### src/rtl/lsu_pkg.sv
// Shared definitions for the load/store unit: RV32I width codes, FSM states
// and request classification helpers.
package lsu_pkg;

    localparam logic [2:0] F3_B  = 3'b000;
    localparam logic [2:0] F3_H  = 3'b001;
    localparam logic [2:0] F3_W  = 3'b010;
    localparam logic [2:0] F3_BU = 3'b100;
    localparam logic [2:0] F3_HU = 3'b101;

    typedef enum logic {
        S_IDLE,
        S_RMW
    } lsu_state_e;

    function automatic logic f3_legal(input logic is_store, input logic [2:0] f3);
        logic ok;
        ok = 1'b0;
        case (f3)
            F3_B, F3_H, F3_W: ok = 1'b1;
            F3_BU, F3_HU:     ok = !is_store;
            default:          ok = 1'b0;
        endcase
        return ok;
    endfunction

    function automatic logic misaligned(input logic [2:0] f3, input logic [1:0] addr_lo);
        logic bad;
        bad = 1'b0;
        case (f3[1:0])
            F3_H[1:0]: bad = addr_lo[0];
            F3_W[1:0]: bad = (addr_lo != 2'b00);
            default:   bad = 1'b0;
        endcase
        return bad;
    endfunction

endpackage

### src/rtl/lsu_data_port_if.sv
// Request/response handshake plus word-wide memory port of the LSU.
// master = the LSU (initiator on memory), slave = core pipeline and memory.
interface lsu_data_port_if;
    logic        req_valid;
    logic        req_ready;
    logic        req_is_store;
    logic [2:0]  req_funct3;
    logic [31:0] req_addr;
    logic [31:0] req_wdata;
    logic        resp_valid;
    logic [31:0] resp_data;
    logic        resp_err;
    logic [31:0] data_addr;
    logic [31:0] write_data;
    logic        MemRead;
    logic        MemWrite;
    logic [31:0] read_data;

    modport master (
        input  req_valid, req_is_store, req_funct3, req_addr, req_wdata, read_data,
        output req_ready, resp_valid, resp_data, resp_err,
               data_addr, write_data, MemRead, MemWrite
    );

    modport slave (
        output req_valid, req_is_store, req_funct3, req_addr, req_wdata, read_data,
        input  req_ready, resp_valid, resp_data, resp_err,
               data_addr, write_data, MemRead, MemWrite
    );
endinterface

### src/rtl/lsu_lane_align.sv
// Byte/halfword lane steering: load extract+extend (i_merge=0) or store merge
// of i_wdata into i_word (i_merge=1), selected by funct3 and addr[1:0].
module lsu_lane_align
    import lsu_pkg::*;
(
    input  logic        i_merge,
    input  logic [2:0]  i_funct3,
    input  logic [1:0]  i_addr_lo,
    input  logic [31:0] i_word,
    input  logic [31:0] i_wdata,
    output logic [31:0] o_data
);

    logic [7:0]  w_byte;
    logic [15:0] w_half;
    logic        w_sext;
    logic [31:0] w_extract;
    logic [31:0] w_merged;

    always_comb begin
        case (i_addr_lo)
            2'd0:    w_byte = i_word[7:0];
            2'd1:    w_byte = i_word[15:8];
            2'd2:    w_byte = i_word[23:16];
            default: w_byte = i_word[31:24];
        endcase
        w_half = i_addr_lo[1] ? i_word[31:16] : i_word[15:0];
        w_sext = !i_funct3[2];

        w_extract = i_word;
        w_merged  = i_word;
        case (i_funct3[1:0])
            F3_B[1:0]: begin
                w_extract = {{24{w_sext & w_byte[7]}}, w_byte};
                w_merged[{i_addr_lo, 3'b000} +: 8] = i_wdata[7:0];
            end
            F3_H[1:0]: begin
                w_extract = {{16{w_sext & w_half[15]}}, w_half};
                w_merged[{i_addr_lo[1], 4'b0000} +: 16] = i_wdata[15:0];
            end
            default: begin
                w_extract = i_word;
                w_merged  = i_wdata;
            end
        endcase

        o_data = i_merge ? w_merged : w_extract;
    end

endmodule

### src/rtl/lsu_data_port.sv
// MEM-stage load/store unit: word-aligned memory cycles, sub-word stores as a
// two-cycle read-modify-write, registered one-cycle response.
module lsu_data_port
    import lsu_pkg::*;
(
    input  logic              clk,
    input  logic              reset,
    lsu_data_port_if.master   bus
);

    lsu_state_e  r_state;
    lsu_state_e  w_state_nxt;
    logic        r_resp_valid;
    logic [31:0] r_resp_data;
    logic        r_resp_err;
    logic [31:0] r_merge;
    logic [31:0] r_addr;

    logic        w_accept;
    logic        w_err;
    logic        w_sub_store;
    logic [31:0] w_word_addr;
    logic [31:0] w_load_data;
    logic [31:0] w_merge_data;
    logic        w_ready;
    logic        w_mem_read;
    logic        w_mem_write;
    logic [31:0] w_data_addr;
    logic [31:0] w_write_data;

    assign w_err       = !f3_legal(bus.req_is_store, bus.req_funct3)
                       || misaligned(bus.req_funct3, bus.req_addr[1:0]);
    assign w_accept    = bus.req_valid && (r_state == S_IDLE);
    assign w_sub_store = bus.req_is_store && (bus.req_funct3[1:0] != F3_W[1:0]);
    assign w_word_addr = {bus.req_addr[31:2], 2'b00};

    lsu_lane_align u_load_align (
        .i_merge   (1'b0),
        .i_funct3  (bus.req_funct3),
        .i_addr_lo (bus.req_addr[1:0]),
        .i_word    (bus.read_data),
        .i_wdata   ('0),
        .o_data    (w_load_data)
    );

    lsu_lane_align u_merge_align (
        .i_merge   (1'b1),
        .i_funct3  (bus.req_funct3),
        .i_addr_lo (bus.req_addr[1:0]),
        .i_word    (bus.read_data),
        .i_wdata   (bus.req_wdata),
        .o_data    (w_merge_data)
    );

    always_ff @(posedge clk or posedge reset) begin
        if (reset) r_state <= S_IDLE;
        else       r_state <= w_state_nxt;
    end

    always_comb begin
        w_state_nxt = r_state;
        case (r_state)
            S_IDLE:  if (w_accept && !w_err && w_sub_store) w_state_nxt = S_RMW;
            S_RMW:   w_state_nxt = S_IDLE;
            default: w_state_nxt = S_IDLE;
        endcase
    end

    // Error requests leave the memory port completely quiet, address included.
    always_comb begin
        w_ready      = 1'b0;
        w_mem_read   = 1'b0;
        w_mem_write  = 1'b0;
        w_data_addr  = '0;
        w_write_data = '0;
        case (r_state)
            S_IDLE: begin
                w_ready = 1'b1;
                if (bus.req_valid && !w_err) begin
                    w_data_addr = w_word_addr;
                    if (!bus.req_is_store || w_sub_store) begin
                        w_mem_read = 1'b1;
                    end else begin
                        w_mem_write  = 1'b1;
                        w_write_data = bus.req_wdata;
                    end
                end
            end
            S_RMW: begin
                w_mem_write  = 1'b1;
                w_data_addr  = r_addr;
                w_write_data = r_merge;
            end
            default: ;
        endcase
    end

    always_ff @(posedge clk or posedge reset) begin
        if (reset) begin
            r_resp_valid <= 1'b0;
            r_resp_data  <= '0;
            r_resp_err   <= 1'b0;
            r_merge      <= '0;
            r_addr       <= '0;
        end else begin
            r_resp_valid <= 1'b0;
            r_resp_data  <= '0;
            r_resp_err   <= 1'b0;
            if (r_state == S_RMW) begin
                r_resp_valid <= 1'b1;
            end else if (w_accept) begin
                if (w_err) begin
                    r_resp_valid <= 1'b1;
                    r_resp_err   <= 1'b1;
                end else if (!bus.req_is_store) begin
                    r_resp_valid <= 1'b1;
                    r_resp_data  <= w_load_data;
                end else if (!w_sub_store) begin
                    r_resp_valid <= 1'b1;
                end else begin
                    r_merge <= w_merge_data;
                    r_addr  <= w_word_addr;
                end
            end
        end
    end

    assign bus.req_ready  = w_ready;
    assign bus.MemRead    = w_mem_read;
    assign bus.MemWrite   = w_mem_write;
    assign bus.data_addr  = w_data_addr;
    assign bus.write_data = w_write_data;
    assign bus.resp_valid = r_resp_valid;
    assign bus.resp_data  = r_resp_data;
    assign bus.resp_err   = r_resp_err;

endmodule

### src/flat_wrapper.sv
// flat-port wrapper written by rule: the top's interface ports become plain ports
module lsu_data_port_flat import lsu_pkg::*;
  (clk, reset, bus_req_valid, bus_req_is_store, bus_req_funct3, bus_req_addr, bus_req_wdata, bus_read_data, bus_req_ready, bus_resp_valid, bus_resp_data, bus_resp_err, bus_data_addr, bus_write_data, bus_MemRead, bus_MemWrite);
  lsu_data_port_if bus_i ();
  input  logic clk;
  input  logic reset;
  input wire logic [$bits(bus_i.req_valid)-1:0] bus_req_valid;
  input wire logic [$bits(bus_i.req_is_store)-1:0] bus_req_is_store;
  input wire logic [$bits(bus_i.req_funct3)-1:0] bus_req_funct3;
  input wire logic [$bits(bus_i.req_addr)-1:0] bus_req_addr;
  input wire logic [$bits(bus_i.req_wdata)-1:0] bus_req_wdata;
  input wire logic [$bits(bus_i.read_data)-1:0] bus_read_data;
  output wire logic [$bits(bus_i.req_ready)-1:0] bus_req_ready;
  output wire logic [$bits(bus_i.resp_valid)-1:0] bus_resp_valid;
  output wire logic [$bits(bus_i.resp_data)-1:0] bus_resp_data;
  output wire logic [$bits(bus_i.resp_err)-1:0] bus_resp_err;
  output wire logic [$bits(bus_i.data_addr)-1:0] bus_data_addr;
  output wire logic [$bits(bus_i.write_data)-1:0] bus_write_data;
  output wire logic [$bits(bus_i.MemRead)-1:0] bus_MemRead;
  output wire logic [$bits(bus_i.MemWrite)-1:0] bus_MemWrite;
  assign bus_i.req_valid = bus_req_valid;
  assign bus_i.req_is_store = bus_req_is_store;
  assign bus_i.req_funct3 = bus_req_funct3;
  assign bus_i.req_addr = bus_req_addr;
  assign bus_i.req_wdata = bus_req_wdata;
  assign bus_i.read_data = bus_read_data;
  assign bus_req_ready = bus_i.req_ready;
  assign bus_resp_valid = bus_i.resp_valid;
  assign bus_resp_data = bus_i.resp_data;
  assign bus_resp_err = bus_i.resp_err;
  assign bus_data_addr = bus_i.data_addr;
  assign bus_write_data = bus_i.write_data;
  assign bus_MemRead = bus_i.MemRead;
  assign bus_MemWrite = bus_i.MemWrite;
  lsu_data_port u_core (.clk(clk), .reset(reset), .bus(bus_i));
endmodule
### config.mk
export PLATFORM = sky130hd
export DESIGN_NAME = lsu_data_port_flat
export DESIGN_NICKNAME = d
export VERILOG_FILES = /design/src/rtl/lsu_pkg.sv /design/src/rtl/lsu_data_port_if.sv /design/src/rtl/lsu_lane_align.sv /design/src/rtl/lsu_data_port.sv /design/src/flat_wrapper.sv
export SDC_FILE = /design/constraint.sdc
export NUM_CORES = 1
export LEC_CHECK = 0
export CAP_MARGIN = 25
export CELL_PAD_IN_SITES_DETAIL_PLACEMENT = 0
export CELL_PAD_IN_SITES_GLOBAL_PLACEMENT = 1
export CORE_MARGIN = 2
export CORE_UTILIZATION = 33
export DETAILED_ROUTE_END_ITERATION = 16
export PLACE_DENSITY = 0.8
export SLEW_MARGIN = 20
export SYNTH_ARGS = -nofsm -noshare
export SYNTH_HDL_FRONTEND = slang
export SYNTH_SLANG_ARGS = --single-unit
export TNS_END_PERCENT = 100
### constraint.sdc
create_clock -name clk -period 2.8 [get_ports clk]
set_input_delay 0.42 -clock clk [delete_from_list [all_inputs] [get_ports clk]]
set_output_delay 0.42 -clock clk [all_outputs]
set_load 0.05 [all_outputs]
==> results <==
cells by family after synthesis:
kind of cell	Yosys count	synth area share, %
flops	97	38.09
fa+ha+maj	8	1.571
simple gates	91	7.481
mux	102	21.23
other cells	1	0.05885
compound gates	189	24.76
buf+inv	74	6.813
worst max-delay path, stage by stage:
cell and delay, ps:
clkdlybuf4s50_1 420, inv_1 90, ha_2 220, nor2b_2 60, o21a_4 240, nor3_4 200
buf_6 180, buf_16 140, a22o_1 170, buf_12 140
synth_stat cells, types with 3 or more instances:
cell type and n:
o21ai_0 10, nor2b_1 5, a22oi_1 11, a21o_1 3, nor2_1 27, nand2b_1 3
inv_1 17, mux2_2 41, clkbuf_1 15, dfrtp_1 97, mux2i_1 5, a22o_1 83
nor3_1 5, nand2_1 32, mux2_4 56, a222oi_1 12, a211oi_1 9, nor3_2 4
ha_1 8, buf_6 15, buf_4 5, a221o_1 26, a21oi_1 21, buf_2 20
power groups by stage:
stage | logic (mW) | registers (mW) | clock network [mW]
after detailed placement | 1.56 | 1.90 | 0
final | 1.60 | 1.89 | 1.28
after floorplan | 0.924 | 1.89 | 0
after global placement | 1.53 | 1.90 | 0
after CTS | 1.61 | 1.89 | 1.31
after global routing | 1.69 | 1.92 | 1.38
flip-flops by register name, summed over array words and instances (netlist names):
name	flops
u_core.bus.resp_data	32
u_core.r_merge	32
u_core.r_addr	30
u_core.bus.resp_err	1
u_core.bus.resp_valid	1
u_core.r_state	1
per-stage QoR:
| step | cells | setup TNS [ps] | util [%] | worst slack, ps | instance area [um2] |
|---|---|---|---|---|---|
| after global placement | 1010 | -595.5 | 50.19 | -38.97 | 9450 |
| after global routing | 1035 | -34.94 | 52.99 | -8.341 | 9978 |
| after floorplan | 563 | 0 | - | 53.63 | 6417 |
| final | 1035 | 0 | 52.99 | 79.84 | 9978 |
| after CTS | 1035 | 0 | 52.92 | 85.94 | 9966 |
| after detailed placement | 1010 | -4160 | 50.19 | -102.1 | 9450 |
timing repair:
item                                    4_1_cts  5_1_grt
gates resized for setup                      18        2
pin swaps                                     7        0
gates cloned                                  3        0
setup buffers                                 6        0
endpoints found under the setup margin       62        8
final timing paths:
kind | start | endpoint | slack [ps] | depth (start not counted)
worst max-delay path | bus_req_addr[0] | bus_data_addr[9] | 80 | 10
worst min-delay path | reset | u_core.bus.resp_data[31] | 520 | 3
worst max register to register | u_core.r_state | u_core.r_addr[25] | 820 | 6
worst min register to register | u_core.r_addr[31] | u_core.r_addr[31] | 520 | 1
max in group asynchronous | reset | u_core.r_merge[7] | 2020 | 3
min in group clk | u_core.r_addr[31] | u_core.r_addr[31] | 520 | 1
layer usage:
metal  track usage [%]  vias up  wire length [um]
met5                 0        -                 0
met4             7.556        0               428
met3             4.359       28              1411
met2             38.35      224             11460
met1             30.39     2843             10230
li1                  -     2583                 -
area by class of cell:
cell class,count,area (um2)
Multi-Input combinational cell,392,3646
Fill cell,1623,8852
Inverter,17,67.56
Clock inverter,7,78.83
Sequential cell,97,2429
Clock buffer,9,225.2
Timing Repair Buffer,253,3207
Tap cell,260,325.3
placed cells by master (no fill, tap or decap), types with 9 or more instances in the layout:
cell	Yosys	final
a21oi_1	21	21
a221o_1	26	26
buf_4	5	38
mux2_2	41	41
nor2_1	27	27
dfrtp_1	97	96
a211oi_1	9	9
a22oi_1	11	11
buf_12	0	72
a22o_2	0	30
o21ai_0	10	10
a22o_1	83	45
mux2_4	56	56
clkbuf_16	0	9
a222oi_1	12	12
nand2_1	32	32
inv_1	17	15
clkdlybuf4s50_1	0	134
==> run_results.csv <==
group,metric,value,unit
run_status,status,"finished clean",
sta,period_minus_slack,2720,ps
detailed_routing,drc,0,
synthesis,ys_ff_latch,97,
synthesis,synth_warnings,0,
worst_setup_path,arrival,2300,ps
power_and_ir_drop,clkPwrFrac,26.8,%
power_and_ir_drop,p_sw_share,32.67,%
worst_hold_path,min_path_type,"primary input to asynchronous set/reset pin",
final_layout,drive_gt1_share,37.94,%
worst_setup_path,start_kind,"primary input",
synthesis,synth_edf_count,0,
worst_setup_path,worst-path-max-fanout,8,
clock_tree,htree_levels,3,
clock_tree,cts_tree,"done",
sta,final_max_slew_viol_count,0,
sta,worstMarginPinSlew,747.6,ps
worst_setup_path,endpoint_kind,"output pin",
sta,fmax,367.6,MHz
detailed_routing,wirelength,23.54,mm
floorplan,num_rows,50,
synthesis,yosysTopAreaCell,"dfrtp_1",
flow_run,drv_cap,0,
floorplan,pin_count,204,
clock_tree,insertion_delay,360,ps
detailed_routing,ant_nets,0,
detailed_routing,vias,5678,
grt,grtUsageTotal,23.12,%
detailed_routing,wl_per_cell,22.74,um
synthesis,synth_top_cell_area_share,38.09,%
floorplan,initial_utilization,33.84,%
placement,routabilityCongestion,0.8987,
synthesis,syn_avg_cell_area,11.34,um2
synthesis,synth_cell_types,51,
sta,maxSlewHeadroom,50.05,%
placement,port_buffers,201,
placement,hpwl,17.16,mm
sta,finalSetupViolCount,0,
final_layout,antennaDiodeCount,0,
worst_setup_path,critical_path_class,"primary input to output pin",
power_and_ir_drop,finalPower,4.778,mW
final_layout,area_growth,56.59,%
sta,whs,517.7,ps
power_and_ir_drop,switching_power,1.561,mW
power_and_ir_drop,power_density,478.8,mW/mm2
clock_tree,cts-root-buf,"clkbuf_16",
floorplan,die_y,143.0,um
detailed_routing,drt_pass1_iterations,5,
synthesis,synthFlopType,"dfrtp_1",
grt,grt_pass1_vias,6110,
worst_setup_path,critical_path_required,2380,ps
synthesis,synthTopCellsByArea,"dfrtp_1 (38%), mux2_4 (13%), a22o_1 (11%)",
sta,hold_viol,0,
sta,finClkSkew,9.334,ps
floorplan,die-width,143.0,um
power_and_ir_drop,power.internal,3.217,mW
sta,min_period_over_period,97.15,%
sta,rsz0062_at_grt,"true",
power_and_ir_drop,seq_power_share,39.7,%
grt,antenna_found_initial,0,
synthesis,synth_seq_area_share,38.09,%
power_and_ir_drop,max-vdd-ir-drop,0.0002947,V
final_layout,fin_nets,881,
power_and_ir_drop,p_leak,4.431,nW
clock_tree,clock-sinks,97,
detailed_routing,drt_iter0_drc,382,
clock_tree,numCtsBuffers,9,
synthesis,synth_area,0.006372,mm2
synthesis,syn_inst,562,
clock_tree,cts_hold_buf,0,
power_and_ir_drop,p_comb_share,33.5,%
clock_tree,clkTransAtPathRegs,80,ps
detailed_routing,routed_via_density,5.486,
grt,grt_max_degree,53,
grt,grt_pass1_wl,35.73,mm
floorplan,die-area,0.02044,mm2
synthesis,async_flop_share,100.0,%
grt,grt-ovfl-total,0,
clock_tree,clockBufferDepth,2,
floorplan,core_area,0.01883,mm2
(Power assumes the default switching activity.)
